### config.mk
export PLATFORM = sky130hd
export DESIGN_NAME = main_decoder
export DESIGN_NICKNAME = d
export VERILOG_FILES = /design/src/rtl/main_decoder.sv
export SDC_FILE = /design/constraint.sdc
export NUM_CORES = 1
export LEC_CHECK = 0
export ABC_CLOCK_PERIOD_IN_PS = 900
export CAP_MARGIN = 0
export CORE_AREA = 4 4 41 43
export CTS_BUF_LIST = sky130_fd_sc_hd__clkbuf_2 sky130_fd_sc_hd__clkbuf_4 sky130_fd_sc_hd__clkbuf_8
export DETAILED_ROUTE_END_ITERATION = 6
export DIE_AREA = 0 0 45 47
export PLACE_DENSITY = 0.7
export SLEW_MARGIN = 20
export SYNTH_ARGS = -nofsm -noshare
export SYNTH_HDL_FRONTEND = slang
export SYNTH_SLANG_ARGS = --single-unit
### constraint.sdc
create_clock -name clk -period 0.9 [get_ports clk]
set_input_delay 0.09 -clock clk [delete_from_list [all_inputs] [get_ports clk]]
set_output_delay 0.09 -clock clk [all_outputs]
set_load 0.02 [all_outputs]
### src/rtl/main_decoder.sv
// RV32I main control decoder: opcode -> datapath controls, registered with one-cycle latency.
// Optional build macro MAIN_DECODER_JALR_EN adds the jalr (op=103) decode row.
module main_decoder (
  input  logic       clk,
  input  logic       rst,
  input  logic [6:0] op,
  output logic       branch,
  output logic       jump,
  output logic       mem_write,
  output logic       alu_src,
  output logic       reg_write,
  output logic [1:0] result_src,
  output logic [1:0] imm_src,
  output logic [1:0] alu_op
);

  localparam int unsigned OP_W   = 7;
  localparam int unsigned CTRL_W = 11;

  localparam logic [OP_W-1:0] OP_LW   = OP_W'(7'b0000011);
  localparam logic [OP_W-1:0] OP_SW   = OP_W'(7'b0100011);
  localparam logic [OP_W-1:0] OP_R    = OP_W'(7'b0110011);
  localparam logic [OP_W-1:0] OP_BEQ  = OP_W'(7'b1100011);
  localparam logic [OP_W-1:0] OP_I    = OP_W'(7'b0010011);
  localparam logic [OP_W-1:0] OP_JAL  = OP_W'(7'b1101111);
`ifdef MAIN_DECODER_JALR_EN
  localparam logic [OP_W-1:0] OP_JALR = OP_W'(7'b1100111);
`endif

  // Field order mirrors the decode table so rows read left to right.
  typedef struct packed {
    logic       reg_write;
    logic [1:0] imm_src;
    logic       alu_src;
    logic       mem_write;
    logic [1:0] result_src;
    logic       branch;
    logic [1:0] alu_op;
    logic       jump;
  } ctrl_t;

  ctrl_t dec_c;
  ctrl_t ctrl_q;

  // Opcode decode; unknown opcodes (and X/Z) fall to the safe all-zero row.
  always_comb begin
    dec_c = '0;
    case (op)
      OP_LW:   dec_c = ctrl_t'(CTRL_W'(11'b1_00_1_0_01_0_00_0));
      OP_SW:   dec_c = ctrl_t'(CTRL_W'(11'b0_01_1_1_00_0_00_0));
      OP_R:    dec_c = ctrl_t'(CTRL_W'(11'b1_00_0_0_00_0_10_0));
      OP_BEQ:  dec_c = ctrl_t'(CTRL_W'(11'b0_10_0_0_00_1_01_0));
      OP_I:    dec_c = ctrl_t'(CTRL_W'(11'b1_00_1_0_00_0_10_0));
      OP_JAL:  dec_c = ctrl_t'(CTRL_W'(11'b1_11_0_0_10_0_00_1));
`ifdef MAIN_DECODER_JALR_EN
      OP_JALR: dec_c = ctrl_t'(CTRL_W'(11'b1_00_1_0_10_0_00_1));
`endif
      default: dec_c = '0;
    endcase
  end

  always_ff @(posedge clk or posedge rst) begin
    if (rst) begin
      ctrl_q <= '0;
    end else begin
      ctrl_q <= dec_c;
    end
  end

  assign reg_write  = ctrl_q.reg_write;
  assign imm_src    = ctrl_q.imm_src;
  assign alu_src    = ctrl_q.alu_src;
  assign mem_write  = ctrl_q.mem_write;
  assign result_src = ctrl_q.result_src;
  assign branch     = ctrl_q.branch;
  assign alu_op     = ctrl_q.alu_op;
  assign jump       = ctrl_q.jump;

endmodule

==> out/results.ini, run 1 <==
[critical_path]
required_ns = 0.81
cp_num_buf_inv = 1
critPathTopFamily = flip-flops
crit_path_max_incr_delay_ns = 0.37
path_cells = buf_2
crit_type = reg2out
crit_slowest_cell = dfrtp_1
start_kind = register
cp-end-kind = primary output
worstPathArrival_ns = 0.77
crit_fanout = 2

[grt]
grt_overflow = 0
grt_max_degree = 10
grt_pass1_vias = 276
grt_pass1_wl_um = 1030
antenna_found_initial = 0
track_usage_pct = 6.95
use_met1_pct = 7.76
busiest_layer = met2
grt_use_met2_pct = 11.0
grt_util_met3_pct = 0

[routing]
routedWlPerCell_um = 10.1
drt-initial-drc-count = 1
drc = 0
ant_nets = 0
routed_wirelength_um = 709
dr.pass1.iters = 2
vias = 290
drt-vias-per-instance = 4.14

[synthesis]
synth_seq_cells = 9
synthCells = 31
syn_area_per_cell_um2 = 11.6
yosysUniqueCellTypes = 15
yosys_warnings = 0
syn_area_um2 = 360
seq_area_frac_synth_pct = 62.5
syn_nets = 40

[timing]
maxSlewViolCount = 0
whs_ns = 0.0974
hold_violations = 0
setup_viol = 0
maxSlewHeadroom_pct = 79.4
fin_ws_ns = 0.0415
finalCritPeriodShare_pct = 95.4
worst_pin_slew_ns = 0.309
fin_crit_ns = 0.859
max_freq_ghz = 1.16
rsz0062_at_grt = no

[cells_and_area]
layout_common_cells = buf_2 (11), dfrtp_1 (9), nor2_1 (5)
drive_above_1_share_pct = 50.9
multiInputGateArea_um2 = 146
design_area_um2 = 592
num_antenna_cells = 0
fin_nets = 65
final_common_cell = buf_2
seq_area_um2 = 225
instances_no_fill = 70
syn_to_final_growth_pct = 64.2
final.fill_count = 142

[clock_tree]
cts_made_buffers = 3
cts.path.max_buffers = 2
cts.sinks = 9
cts_tree = yes
root_buffer = clkbuf_4
ctsHoldBuffers = 0
path_clk_slew_ns = 0.05
htree_levels = 1

[place]
dp.cells = 65
gp_congestion = 0.798
placed_cell_area_um2 = 569
port_buffers = 19
dpl_worst_slack_ns = -0.272

[power_and_ir_drop]
p_comb_share_pct = 12.6
seq_power_share_pct = 49.4
leakagePower_nw = 0.330
swShare_pct = 20.5
p_sw_mw = 0.170
clock_power_share_pct = 38.0
power_density_mw_per_mm2 = 1400
ir_drop_mv = 0.449
p_int_mw = 0.659
p_total_mw = 0.829

[floorplanning]
dieArea_mm2 = 0.00212
fp.dieW_um = 45
io_pins = 20
start_util_pct = 27.7
core_mm2 = 0.00130
rows = 13
die_h_um = 47

[run_status]
outcome = complete, no violations

[job]
maxCapViolCount = 0

[min_path]
hold_path.class = in2async

-- cell families after synthesis --
logic type / synth area share (%)
simple gates: 26.7
flops: 62.5
buf+inv: 6.25
compound gates: 4.52
-- what timing repair did --
action,in CTS,in global routing
endpoints found under the hold margin,0,0
gates resized for setup,45,9
setup endpoints to repair,12,4
pin swaps,1,3
setup buffers,1,0
-- per-layer routing --
metal,wire [um],up-vias
li1,-,148
met5,0,-
met3,84,0
met4,0,0
met2,360,14
met1,264,128
-- power groups by stage --
stage	clock network (mW)	registers (mW)	logic (mW)
floorplan	0	0.422	0.0287
global placement	0	0.417	0.0985
detailed placement	0	0.417	0.0999
CTS	0.328	0.409	0.0968
global route	0.348	0.410	0.113
finish	0.316	0.409	0.104
-- Yosys cell counts --
cell     number  area share [%]
dfrtp_1       9              63
nor2_1        5             5.2
nand3_1       1             1.4
o22ai_1       1             1.7
buf_4         2             4.2
inv_1         2             2.1
nor2b_4       1             3.8
or2_2         1             1.7
and3_1        1             1.7
a21oi_1       2             2.8
nand2_1       1             1.0
nand3_2       1             2.8
nor3_2        1             2.8
nand4_2       1             3.5
nor3_1        2             2.8
-- stage by stage --
step | TNS, ns | utilization, %
6_report | 0 | 45.5
5_1_grt | 0 | 45.5
4_1_cts | 0 | 42.3
3_5_place_dp | -3.05 | 43.8
3_3_place_gp | -2.85 | 43.8
2_1_floorplan | 0 | -
-- cell type report --
cell class,count,share of cell area [%]
clock buffers,4,5.07
inverters,2,1.27
multi-input cells,18,24.7
flip-flops and latches,9,38.1
well taps,15,3.17
repair buffers,22,27.7
-- flip-flops by register name, indices dropped and copies added (netlist names) --
signal and cells:
jump 1, result_src 1, imm_src 2, alu_op 2, reg_write 1, mem_write 1
alu_src 1
-- final timing paths --
path,endpoint,slack [ns],startpoint,cells after the start
max in group asynchronous,alu_op[0],0.57,rst,2
worst min-delay path,alu_op[1],0.1,rst,2
worst max-delay path,alu_op[0],0.04,alu_op[0],1
min in group clk,result_src[0],0.14,op[5],3
(Power assumes the default switching activity.)
==> inputs of run 2 (changes only) <==
--- a/config.mk
+++ b/config.mk
@@ -12,6 +12,7 @@
 export DETAILED_ROUTE_END_ITERATION = 6
 export DIE_AREA = 0 0 45 47
 export PLACE_DENSITY = 0.7
+export SKIP_LAST_GASP = 1
 export SLEW_MARGIN = 20
 export SYNTH_ARGS = -nofsm -noshare
 export SYNTH_HDL_FRONTEND = slang
==> results of run 2 <==
No change in the layout: final DEF, timing and power equal those of run 1.
